<file path="src/rtl/frame_rate_meter_pkg.sv">
// Shared constants, FSM encodings and the saturating-increment helper for frame_rate_meter.
package frame_rate_pkg;

  localparam int CNT_W_DEF = 8;
  localparam int CNT_MAX   = 2**CNT_W_DEF - 1;

  localparam logic [0:0] ST_FIRST = 1'b0;
  localparam logic [0:0] ST_RUN   = 1'b1;

  // Returns max_v unchanged once reached, so callers never wrap.
  function automatic logic [31:0] sat_inc(input logic [31:0] v, input logic [31:0] max_v);
    return (v >= max_v) ? max_v : v + 32'd1;
  endfunction

endpackage

</file>
<file path="src/rtl/frame_rate_meter_window_timer.sv">
// Free-running window timer: tick_out marks the last cycle of every WINDOW_CYCLES-long window.
// Latency: tick_out is combinational from the counter; no backpressure (always runs).
module window_timer #(
  parameter int WINDOW_CYCLES = 50_000_000
) (
  input  logic clk_in,
  input  logic rst_in,
  output logic tick_out
);

  localparam int                WCNT_W = $clog2(WINDOW_CYCLES);
  localparam logic [WCNT_W-1:0] LAST   = WCNT_W'(WINDOW_CYCLES - 1);

  logic [WCNT_W-1:0] wcnt;

  always_ff @(posedge clk_in) begin
    if (rst_in) begin
      wcnt <= '0;
    end else if (wcnt == LAST) begin
      wcnt <= '0;
    end else begin
      wcnt <= wcnt + WCNT_W'(1);
    end
  end

  assign tick_out = (wcnt == LAST);

endmodule

</file>
<file path="src/rtl/frame_rate_meter.sv">
// Counts rising edges of frame_done_in per window and publishes a saturated total with a strobe.
// Latency: outputs update on the edge ending each window; no backpressure. Optional: FRAME_RATE_PEAK_EN.
// FRAME_RATE_PEAK_EN builds a running-maximum register behind peak_out; otherwise peak_out is 0.
module frame_rate_meter
  import frame_rate_pkg::*;
#(
  parameter int WINDOW_CYCLES = 50_000_000,
  parameter int CNT_W         = CNT_W_DEF
) (
  input  logic             clk_in,
  input  logic             rst_in,
  input  logic             frame_done_in,
  output logic [CNT_W-1:0] count_out,
  output logic             count_valid_out,
  output logic             overflow_out,
  output logic [CNT_W-1:0] peak_out
);

  localparam logic [CNT_W-1:0] SAT_MAX = '1;

  logic             tick;
  logic             frame_d;
  logic             rise;
  logic [CNT_W-1:0] ecnt;
  logic [CNT_W-1:0] ecnt_inc;
  logic [CNT_W-1:0] close_val;
  logic [CNT_W-1:0] count_q;
  logic             overflow_q;
  logic             valid_q;
  logic [0:0]       state;

  window_timer #(
    .WINDOW_CYCLES(WINDOW_CYCLES)
  ) u_timer (
    .clk_in  (clk_in),
    .rst_in  (rst_in),
    .tick_out(tick)
  );

  assign rise     = frame_done_in & ~frame_d;
  assign ecnt_inc = CNT_W'(sat_inc(32'(ecnt), 32'(SAT_MAX)));
  // A rise in the closing cycle still belongs to the window that is closing.
  assign close_val = rise ? ecnt_inc : ecnt;

  always_ff @(posedge clk_in) begin
    if (rst_in) begin
      frame_d    <= 1'b0;
      ecnt       <= '0;
      count_q    <= '0;
      overflow_q <= 1'b0;
      valid_q    <= 1'b0;
      state      <= ST_FIRST;
    end else begin
      frame_d <= frame_done_in;
      valid_q <= 1'b0;
      if (tick) begin
        count_q    <= close_val;
        overflow_q <= (close_val == SAT_MAX);
        valid_q    <= 1'b1;
        ecnt       <= '0;
        state      <= ST_RUN;
      end else if (rise) begin
        ecnt <= ecnt_inc;
      end
    end
  end

  // Nothing is published until the first window after reset has closed.
  assign count_out       = (state == ST_RUN) ? count_q : '0;
  assign overflow_out    = (state == ST_RUN) & overflow_q;
  assign count_valid_out = valid_q;

`ifdef FRAME_RATE_PEAK_EN
  logic [CNT_W-1:0] peak_q;

  always_ff @(posedge clk_in) begin
    if (rst_in) begin
      peak_q <= '0;
    end else if (tick && (close_val > peak_q)) begin
      peak_q <= close_val;
    end
  end

  assign peak_out = peak_q;
`else
  assign peak_out = '0;
`endif

endmodule
</file>
<file path="config.mk">
export PLATFORM = sky130hd
export DESIGN_NAME = frame_rate_meter
export DESIGN_NICKNAME = d
export VERILOG_FILES = /design/src/rtl/frame_rate_meter_pkg.sv /design/src/rtl/frame_rate_meter_window_timer.sv /design/src/rtl/frame_rate_meter.sv
export SDC_FILE = /design/constraint.sdc
export NUM_CORES = 1
export LEC_CHECK = 0
export BUFFER_PORTS_ARGS = -buffer_cell sky130_fd_sc_hd__buf_2
export CAP_MARGIN = 30
export CORE_MARGIN = 2
export CORE_UTILIZATION = 44
export CTS_CLUSTER_DIAMETER = 200
export DETAILED_ROUTE_END_ITERATION = 8
export PLACE_DENSITY_LB_ADDON = 0.25
export SLEW_MARGIN = 40
export SYNTH_ARGS = -nofsm -noshare
export SYNTH_HDL_FRONTEND = slang
export SYNTH_HIERARCHICAL = 1
export SYNTH_SLANG_ARGS = --single-unit
</file>
<file path="constraint.sdc">
create_clock -name clk_in -period 2.5 [get_ports clk_in]
set_input_delay 0.125 -clock clk_in [delete_from_list [all_inputs] [get_ports clk_in]]
set_output_delay 0.125 -clock clk_in [all_outputs]
set_load 0.02 [all_outputs]
</file>
After elaboration in Yosys (flattened, before gate mapping) --
Cells that the tools add are included.
Storage, ports and cells: output and inout port bits 18, input bits 3, word-level logic and storage cells 20, register bits after elaboration 46
Cells by class: reductions and logical operators 1, mux-type cells 4, eq/ne operators 2, add/sub/neg operators 2, bitwise operators 3, $lt $le $gt $ge 1
Operator list (count):
- adder 26 x 1 -> 26 bit, second input constant | 1
- == test 26 bit, second input constant | 1
- two-way mux 8 bit | 3
- adder 8 x 1 -> 8 bit, second input constant | 1
- == test 8 bit, second input constant | 1
- >= comparator 8 bit, second input constant | 1
- AND 1 bit | 2
- OR reduction 2 bit | 1
- two-way mux 1 bit | 1
- NOT 1 bit | 1

Longest topological paths before layout --
Gate-level depths: netlist (run 1).
depth after elaboration 4, gate-level depth with buffers 7, mapped depth without buffers 7

Modules after synthesis --
Netlist (run 1), hierarchy kept.
By module, submodules not included:
- window_timer | seq. area each 520.5 µm², area each 1257.5 µm², times used 1, cells each 147
- frame_rate_meter | seq. area each 400.4 µm², area each 1066.0 µm², times used 1, cells each 128

Least setup slack after synthesis (run 1) --
Ideal clock, no wire load.
path type register to register, from reg u_timer.wcnt[0], to reg count_q[4], library setup time 0.128 ns, required time 2.372 ns, period minus slack after synthesis 2.485 ns, path slack 0.015 ns, data arrival time 2.358 ns, cell stages (with the launch flop) 8, buffers on the path 1, path through dfxtp_1 -> ha_1 -> nand4_1 -> or4b_2 -> nor3_1 -> clkbuf_1 -> mux2i_1 -> nor2_1
On the way: cells in the longest elaborated chain, start to end 1
RTL lines:
- start, declared | RTL line frame_rate_meter_window_timer.sv:14 | logic [WCNT_W-1:0] wcnt;
- start signal, assigned | RTL line frame_rate_meter_window_timer.sv:22 | wcnt <= wcnt + WCNT_W'(1);
- == test 26 bit | RTL line frame_rate_meter_window_timer.sv:26 | assign tick_out = (wcnt == LAST);
- net tick | RTL line frame_rate_meter.sv:21 | logic tick;
- end signal, assigned | RTL line frame_rate_meter.sv:57 | count_q <= close_val;
- end, declared | RTL line frame_rate_meter.sv:27 | logic [CNT_W-1:0] count_q;
The timed path passes the listed nets, and every way through them passes these cells. A chain may end at the register's enable or synchronous reset.

Worst setup path after layout (run 1) --
from reg u_timer.wcnt[1], to reg overflow_q
On the way: cells in the longest elaborated chain, start to end 1
RTL lines:
- == test 26 bit | RTL line frame_rate_meter_window_timer.sv:26
- net tick | RTL line frame_rate_meter.sv:21
- end signal, assigned | RTL line frame_rate_meter.sv:58 | overflow_q <= (close_val == SAT_MAX);
- end, declared | RTL line frame_rate_meter.sv:28 | logic overflow_q;
The timed path passes the listed nets, and every way through them passes these cells.

==> impl_summary.txt, run 1 <==
----------------------------------------------------
[Die]
  Horiz. Die Dim ... 76.7 microns
  Number of cell rows ... 26
  Initial core utilization ... 0.455
  Placeable Area ... 0.00511 sq mm
  Area enclosed by the die boundary ... 0.00588 sq mm
  I/O pin total ... 21
  Die Y ... 76.7 microns

[Synthesis]
  Count of state elements after synthesis ... 46
  Syn avg cell area ... 8.45 sq um
  Top cells by area, synth ... dfxtp_1, nor2_1, nand3_1
  Share of synthesized area occupied by flip-flops and latches ... 0.396
  Count of flip-flops with a built-in enable after synthesis ... 0
  Flip-flop cell with the highest count after synthesis ... dfxtp_1
  Fraction of post-synthesis cell area in the top cell type by area ... 0.396
  Library cells used by synthesis ... 47
  Number of instances in the synthesized netlist ... 275
  Area of the mapped netlist ... 0.00232 sq mm
  Async S/R FF share, synth ... 0
  Yosys synthesis warning count ... 6
  Cell taking the most area after synthesis ... dfxtp_1

[Setup path]
  Register-to-Register Setup Slack ... 180 ps
  Most repeated library cell on the critical path ... nor2b_1
  Startpoint types ... flip-flop
  Longest individual stage delay on the worst path ... 720 ps
  Crit-path slowest cell ... or4b_2
  Kind of end point of the critical path ... flip-flop
  CP max FO ... 5
  Reg-to-reg critical path startpoint ... u_timer/wcnt[1]
  Critical path class ... reg2reg
  Capture instance of the worst register-to-register path ... overflow_q
  Critical Path RT ... 2740 ps
  Crit path cell chain ... ha_1 -> nand4_1 -> or4b_2 -> nor3_1 -> buf_4 -> nor2b_1 -> nor2b_1 -> a32o_1
  Length in cells of the worst reg-to-reg path ... 8
  WP data arrival ... 2560 ps

[Hold path]
  Kind of path behind the tightest hold check ... in2reg
  Worst hold start ... frame_done_in
  Depth of the worst hold-timing path ... 2
  Worst min-delay path endpoint ... frame_d

[Route]
  Count of nets left with antenna violations after detail routing ... 0
  Iteration-0 DRC Markers ... 71
  Length of the first detailed-routing pass in iterations ... 4
  Average wire length per cell after detail routing ... 12.9 microns
  DRT Wirelength ... 4640 microns
  Vias per std cell ... 5.35
  Final routed DRC violation total ... 0
  Via count of the routed design ... 1926

[Flow run]
  Number of max-cap violations ... 0

[Global route]
  Initial antenna violation count ... 0
  Grt ovf ... 0
  Wire length of the first global-routing pass ... 7840 microns
  Vias in the first global route ... 1661
  Pin count of the biggest net entering global routing ... 18
  Global Route Usage Sum ... 0.162

[Finish]
  # diodes ... 0
  Layout area overhead ... 9.85%
  Proportion of layout cells with a drive suffix above 1 ... 0.145
  Nets ... 294
  Post-layout util ... 0.500
  Commonest non-fill, non-tap cells in the layout ... dfxtp_1, nor2_1, nand3_1
  Most common cell after layout, fill and taps aside ... dfxtp_1

[Placement]
  Buffers added on ports ... 12
  Dpl hpwl ... 3360 microns
  Final Wtd Congestion ... 0.825

[Timing]
  Fin crit period ... 2320 ps
  Setup TNS Final ... 0 ps
  Number of hold violations in the final report ... 0
  Count of pins over their slew limit ... 0
  Worst hold slack across all endpoints ... 103 ps
  Fraction of the cycle the final worst path needs ... 0.927
  Final worst clock skew ... 10.1 ps
  Maximum achievable frequency ... 431 MHz
  Unrepaired setup endpoints after global routing ... false
  Final setup viols ... 0

[Clocking]
  TritonCTS buffer count ... 5
  Count of clock tree sinks ... 46
  Root buf cell ... clkbuf_8
  Clock Latency Late Sink ... 300 ps
  H-tree levels ... 2
  Clock tree from TritonCTS ... yes
  Maximum root-to-sink buffer count ... 2
  Worst-path clk slew ... 90 ps

[Pwr]
  VDD IR max ... 394 uV
  Power density relative to cell area ... 529 mW/mm^2
  Leakage power total ... 0.000937 uW

[Run status]
  Status ... completed

----------------------------------------------------
-- worst max-delay path by stage --
stage	from	endpoint	slack (ps)
2_1_floorplan	u_timer/wcnt[0]	count_q[4]	10
3_3_place_gp	u_timer/wcnt[0]	overflow_q	160
3_5_place_dp	u_timer/wcnt[0]	overflow_q	70
4_1_cts	u_timer/wcnt[0]	overflow_q	50
5_1_grt	u_timer/wcnt[1]	overflow_q	30
6_report	u_timer/wcnt[1]	overflow_q	180
-- cells in the mapped netlist, types with 6 or more instances --
master,number
or4_1,8
nand2_1,15
inv_1,7
buf_2,6
xnor2_1,8
buf_4,8
nor2_1,35
and2_1,12
nand4_1,10
xor2_1,7
o21ai_0,10
nand3_1,16
a21oi_1,14
dfxtp_1,46
nor3_1,8
-- kinds of logic after synthesis --
family / synth area share
and+or+nand+nor: 0.328
DFF: 0.396
AOI/OAI and AO/OA: 0.122
buffers and inverters: 0.0673
xor gates and xnor gates: 0.0565
muxes: 0.0172
adders and majority gates: 0.0108
other: 0.00161
-- stage by stage --
| stage | total power (uW) | setup WS, ps | instance area [sq um] | std cells |
|---|---|---|---|---|
| 4_1_cts | 1370 | 48.5 | 2540 | 358 |
| 3_3_place_gp | 828 | 158 | 2430 | 350 |
| 5_1_grt | 1410 | 32.8 | 2550 | 360 |
| 2_1_floorplan | 822 | 14.7 | 2350 | 282 |
| 3_5_place_dp | 829 | 67.2 | 2430 | 350 |
| 6_report | 1350 | 182 | 2550 | 360 |
-- layer usage --
| layer | wire length, microns | global-route usage | vias to the layer above |
|---|---|---|---|
| met5 | 0 | 0 | - |
| met4 | 49 | 0.0600 | 0 |
| met3 | 145 | 0.0294 | 6 |
| met2 | 2170 | 0.263 | 37 |
| met1 | 2280 | 0.213 | 891 |
| li1 | - | - | 992 |
-- critical path, delay by kind of cell (launching register included) --
family	cells	cell delay (ps)
adders and majority gates	1	180
DFF	1	370
AOI/OAI and AO/OA	1	170
buffers and inverters	1	170
and+or+nand+nor	5	1380
-- where the power goes --
part	leakage [uW]	internal [uW]	switching, uW	total, uW
registers	0.000372	740	9.85	750
clock network	0.0000579	294	244	538
logic	0.000508	20.0	42.6	62.7
-- registers in the layout, summed over array words and instances, names as in the netlist --
register and cells:
u_timer/wcnt 26, ecnt 8, overflow_q 1, count_q 8, count_valid_out 1, state 1
frame_d 1
-- area by class of cell --
type                       instances  area (sq um)
clock buffer                       5          68.8
inverter                           7          26.3
fill                             524          2550
clock inverter                     3          40.0
tap                               70          87.6
multi-input combinational        207          1270
timing repair buffer              22           135
sequential                        46           922
-- timing repair --
item,CTS,global route
setup endpoints to repair,0,2
hold buffers,0,0
endpoints found under the hold margin,0,0
buffers inserted,0,2
gates resized for setup,0,1
Note: power is estimated with default switching activity, not from simulation.
==> run 2: changes to the inputs <==
Settings changed: TNS_END_PERCENT from default to 50.
Clock period 2.5 ns to 3 ns, I/O delays scaled along.
==> impl_summary.txt, run 2 (synthesized netlist as in run 1, its figures left out) <==
----------------------------------------------------
[Timing]
  Setup TNS Final ... 0 ps
  Maximum achievable frequency ... 401 MHz
  Number of hold violations in the final report ... 0
  Fraction of the cycle the final worst path needs ... 0.831
  Unrepaired setup endpoints after global routing ... false
  Fin crit period ... 2490 ps
  Final setup slack of the worst path ... 508 ps
  Final setup viols ... 0
  Final worst clock skew ... 13.6 ps
  Count of pins over their slew limit ... 0

[Global route]
  Grt ovf ... 0
  Vias in the first global route ... 1721
  Initial antenna violation count ... 0
  Pin count of the biggest net entering global routing ... 17
  Met3 track demand over resource ... 0.0529
  Global Route Usage Sum ... 0.163
  Met2 GRT Util ... 0.254
  Global routing's busiest layer ... met2
  Global routing usage on met1 ... 0.208
  Wire length of the first global-routing pass ... 7780 microns

[Route]
  DRT Wirelength ... 4410 microns
  Length of the first detailed-routing pass in iterations ... 4
  Count of nets left with antenna violations after detail routing ... 0
  Average wire length per cell after detail routing ... 12.5 microns
  Final routed DRC violation total ... 0
  Iteration-0 DRC Markers ... 79
  Vias per std cell ... 5.35
  Via count of the routed design ... 1888

[Placement]
  Buffers added on ports ... 12
  Dpl hpwl ... 3180 microns
  Worst slack after detailed placement ... 533 ps
  Placed standard-cell area ... 0.00239 sq mm
  Final Wtd Congestion ... 0.809

[Clocking]
  TritonCTS buffer count ... 5
  Worst-path clk slew ... 100 ps
  Number of buffers inserted for hold repair after clock tree synthesis ... 0
  Clock tree from TritonCTS ... yes
  Post-CTS Setup Repair Bufs ... 0
  H-tree levels ... 2
  Clock Latency Late Sink ... 300 ps
  Root buf cell ... clkbuf_8
  Count of clock tree sinks ... 46
  Maximum root-to-sink buffer count ... 2
  Count of instances resized after the clock tree is built ... 0

[Finish]
  Filler cells ... 510
  Number of flip-flops under the largest register name ... 26
  Final standard cell area without fillers ... 0.00253 sq mm
  Largest registers ... u_timer/wcnt x26, count_q x8, ecnt x8
  Most common cell after layout, fill and taps aside ... dfxtp_1
  Commonest non-fill, non-tap cells in the layout ... dfxtp_1, nor2_1, nand3_1
  Most flops, register ... u_timer/wcnt
  Layout area overhead ... 8.78%
  Nets ... 287
  Proportion of layout cells with a drive suffix above 1 ... 0.120
  # diodes ... 0
  Post-layout util ... 0.495

[Pwr]
  Leakage power total ... 0.000910 uW
  Power density relative to cell area ... 484 mW/mm^2
  VDD IR max ... 241 uV

[Setup path]
  Reg-to-reg critical path startpoint ... u_timer/wcnt[0]
  Startpoint types ... flip-flop
  Register-to-Register Setup Slack ... 510 ps
  Critical path class ... reg2reg
  CP max FO ... 16
  Critical Path RT ... 3240 ps
  Kind of end point of the critical path ... flip-flop
  WP data arrival ... 2730 ps
  Length in cells of the worst reg-to-reg path ... 8
  Capture instance of the worst register-to-register path ... overflow_q
  Origin of the worst setup path ... u_timer/wcnt[0]

[Die]
  Die Y ... 76.7 microns
  Initial core utilization ... 0.455
  I/O pin total ... 21
  Placeable Area ... 0.00511 sq mm
  Area enclosed by the die boundary ... 0.00588 sq mm
  Number of cell rows ... 26
  Horiz. Die Dim ... 76.7 microns

[Hold path]
  Worst min-delay path endpoint ... frame_d
  Kind of path behind the tightest hold check ... in2reg
  Worst hold start ... frame_done_in
  Depth of the worst hold-timing path ... 2

[Run status]
  Status ... completed

[Flow run]
  Number of max-cap violations ... 0

----------------------------------------------------
-- run 2: through the flow --
stage / cells / total power (uW) / hold slack [ps]
4_1_cts: 353 / 1240 / 123
5_1_grt: 353 / 1270 / 124
3_5_place_dp: 345 / 689 / 446
6_report: 353 / 1220 / 128
2_1_floorplan: 282 / 685 / 222
3_3_place_gp: 345 / 688 / 439
-- run 2: metal layers --
layer / vias to the layer above / routed length (microns)
met5: - / 0
met4: 0 / 58
met3: 6 / 175
met2: 40 / 2010
met1: 867 / 2170
li1: 975 / -
-- run 2: final cells by class --
class / instances / area, sq um / area share
multi-input cells: 207 / 1270 / 0.503
repair buffers: 15 / 82.6 / 0.0327
inverters: 7 / 26.3 / 0.0104
clock buffers: 5 / 68.8 / 0.0272
flip-flops and latches: 46 / 921 / 0.364
clock inverters: 3 / 68.8 / 0.0272
well taps: 70 / 87.6 / 0.0347
-- run 2: worst max path at each step --
stage / depth (start not counted) / to / slack, ps
finish: 8 / overflow_q / 510
global placement: 8 / overflow_q / 590
global route: 8 / overflow_q / 320
detailed placement: 8 / overflow_q / 530
CTS: 8 / overflow_q / 500
floorplan: 7 / count_q[4] / 510
-- run 2: worst max-delay path, stage by stage (launching register included) --
cell and delay [ps]:
dfxtp_1 390, ha_1 230, nand4_1 150, or4b_2 710, nor3_1 180, buf_4 240, nor2b_1 180, nor2b_1 190
a32o_1 160
-- run 2: where the power goes --
group	internal, uW	switching, uW	total [uW]
combinational	14.8	33.6	48.4
sequential	617	9.28	626
clock	334	214	548
total	965	257	1220
==> run 3: changes to the inputs <==
Clock period 3 ns to 2.6 ns, I/O delays scaled along.
==> impl_summary.txt, run 3 (synthesized netlist as in run 1, its figures left out) <==
----------------------------------------------------
[Timing]
  Count of pins over their slew limit ... 0
  Final worst clock skew ... 7.61 ps
  Fraction of the cycle the final worst path needs ... 0.912
  Number of hold violations in the final report ... 0
  Fin crit period ... 2370 ps
  Final setup slack of the worst path ... 228 ps
  Worst hold slack across all endpoints ... 114 ps
  Setup TNS Final ... 0 ps
  Final setup viols ... 0
  Unrepaired setup endpoints after global routing ... false
  Maximum achievable frequency ... 422 MHz

[Clocking]
  Clock tree from TritonCTS ... yes
  Worst-path clk slew ... 90 ps
  Count of clock tree sinks ... 46
  Clock Latency Late Sink ... 300 ps
  TritonCTS buffer count ... 5
  Post-CTS Setup Repair Bufs ... 0
  Maximum root-to-sink buffer count ... 2
  H-tree levels ... 2
  Root buf cell ... clkbuf_8
  Count of instances resized after the clock tree is built ... 0
  Number of buffers inserted for hold repair after clock tree synthesis ... 0

[Route]
  Vias per std cell ... 5.44
  Average wire length per cell after detail routing ... 13.1 microns
  Iteration-0 DRC Markers ... 89
  Count of nets left with antenna violations after detail routing ... 0
  DRT Wirelength ... 4690 microns
  Final routed DRC violation total ... 0
  Length of the first detailed-routing pass in iterations ... 4
  Via count of the routed design ... 1943

[Setup path]
  Startpoint types ... flip-flop
  Critical Path RT ... 2840 ps
  Capture instance of the worst register-to-register path ... overflow_q
  Reg-to-reg critical path startpoint ... u_timer/wcnt[0]
  Critical Path Sink ... overflow_q
  CP max FO ... 5
  Length in cells of the worst reg-to-reg path ... 7
  Origin of the worst setup path ... u_timer/wcnt[0]
  Critical path class ... reg2reg
  Kind of end point of the critical path ... flip-flop
  Register-to-Register Setup Slack ... 230 ps
  WP data arrival ... 2620 ps

[Placement]
  Dpl hpwl ... 3400 microns
  Buffers added on ports ... 12
  Final Wtd Congestion ... 0.808
  Cell count after placement ... 349
  Worst slack after detailed placement ... 93.9 ps
  Placed standard-cell area ... 0.00242 sq mm

[Run status]
  Status ... completed

[Finish]
  Nets ... 291
  Commonest non-fill, non-tap cells in the layout ... dfxtp_1, nor2_1, nand3_1
  Filler cells ... 486
  Number of cells in the finished layout apart from fillers ... 357
  FF/Latch Area ... 921 sq um
  Layout area overhead ... 10.5%
  Combined area of the multi-input logic cells ... 0.00128 sq mm
  Number of flip-flops under the largest register name ... 26
  Largest registers ... u_timer/wcnt x26, count_q x8, ecnt x8
  Most flops, register ... u_timer/wcnt
  Proportion of layout cells with a drive suffix above 1 ... 0.136
  Final standard cell area without fillers ... 0.00257 sq mm
  Most common cell after layout, fill and taps aside ... dfxtp_1
  # diodes ... 0

[Pwr]
  Leakage power total ... 0.000934 uW
  Power density relative to cell area ... 556 mW/mm^2
  VDD IR max ... 361 uV

[Flow run]
  Number of max-cap violations ... 0

[Die]
  Initial core utilization ... 0.455
  Die Y ... 76.7 microns
  Horiz. Die Dim ... 76.7 microns
  Placeable Area ... 0.00511 sq mm
  Area enclosed by the die boundary ... 0.00588 sq mm
  Number of cell rows ... 26
  I/O pin total ... 21

[Global route]
  Global Route Usage Sum ... 0.171
  Wire length of the first global-routing pass ... 8240 microns
  Pin count of the biggest net entering global routing ... 16
  Initial antenna violation count ... 0
  Grt ovf ... 0
  Vias in the first global route ... 1826

[Hold path]
  Kind of path behind the tightest hold check ... in2reg

----------------------------------------------------
==> run 3: how the worst min path moves through the flow <==
| stage | start | end | slack [ps] | cells past startpoint |
|---|---|---|---|---|
| global placement | frame_done_in | frame_d | 420 | 2 |
| detailed placement | frame_done_in | frame_d | 430 | 2 |
| global route | frame_done_in | frame_d | 120 | 2 |
| floorplan | rst_in | u_timer/wcnt[6] | 200 | 1 |
| finish | frame_done_in | frame_d | 110 | 2 |
| CTS | frame_done_in | frame_d | 110 | 2 |
==> run 3: final cells by class <==
type / instances / share of cell area
flip-flops and latches: 46 / 0.359
clock buffers: 6 / 0.0322
repair buffers: 19 / 0.0439
clock inverters: 2 / 0.0234
multi-input cells: 207 / 0.498
inverters: 7 / 0.0102
well taps: 70 / 0.0341
==> run 3: metal layers <==
layer  share of wire  routed length (microns)  global-route usage  vias to the layer above
met2            0.47                     2210               0.280                       32
met1            0.48                     2260               0.217                      920
met5               0                        0                   0                        -
met4           0.016                       73              0.0691                        0
met3           0.032                      149              0.0388                        7
li1                -                        -                   -                      984
==> run 3: power by group <==
part           internal (uW)  switching (uW)
registers                711            9.13
clock network            410             237
logic                   18.5            41.5
total                   1140             288
==> run 3: worst max-delay path, stage by stage, from the launching register on <==
cell	delay, ps
dfxtp_1	390
ha_1	240
nand4_1	170
or4b_2	730
nor3_2	250
nor2b_1	180
nor2b_1	180
a32o_1	170
==> run 3: stage by stage <==
stage / power [uW] / util
after detailed placement: 797 / 0.474
after floorplan: 791 / -
after global placement: 796 / 0.474
after CTS: 1440 / 0.502
final: 1430 / 0.503
after global routing: 1480 / 0.503
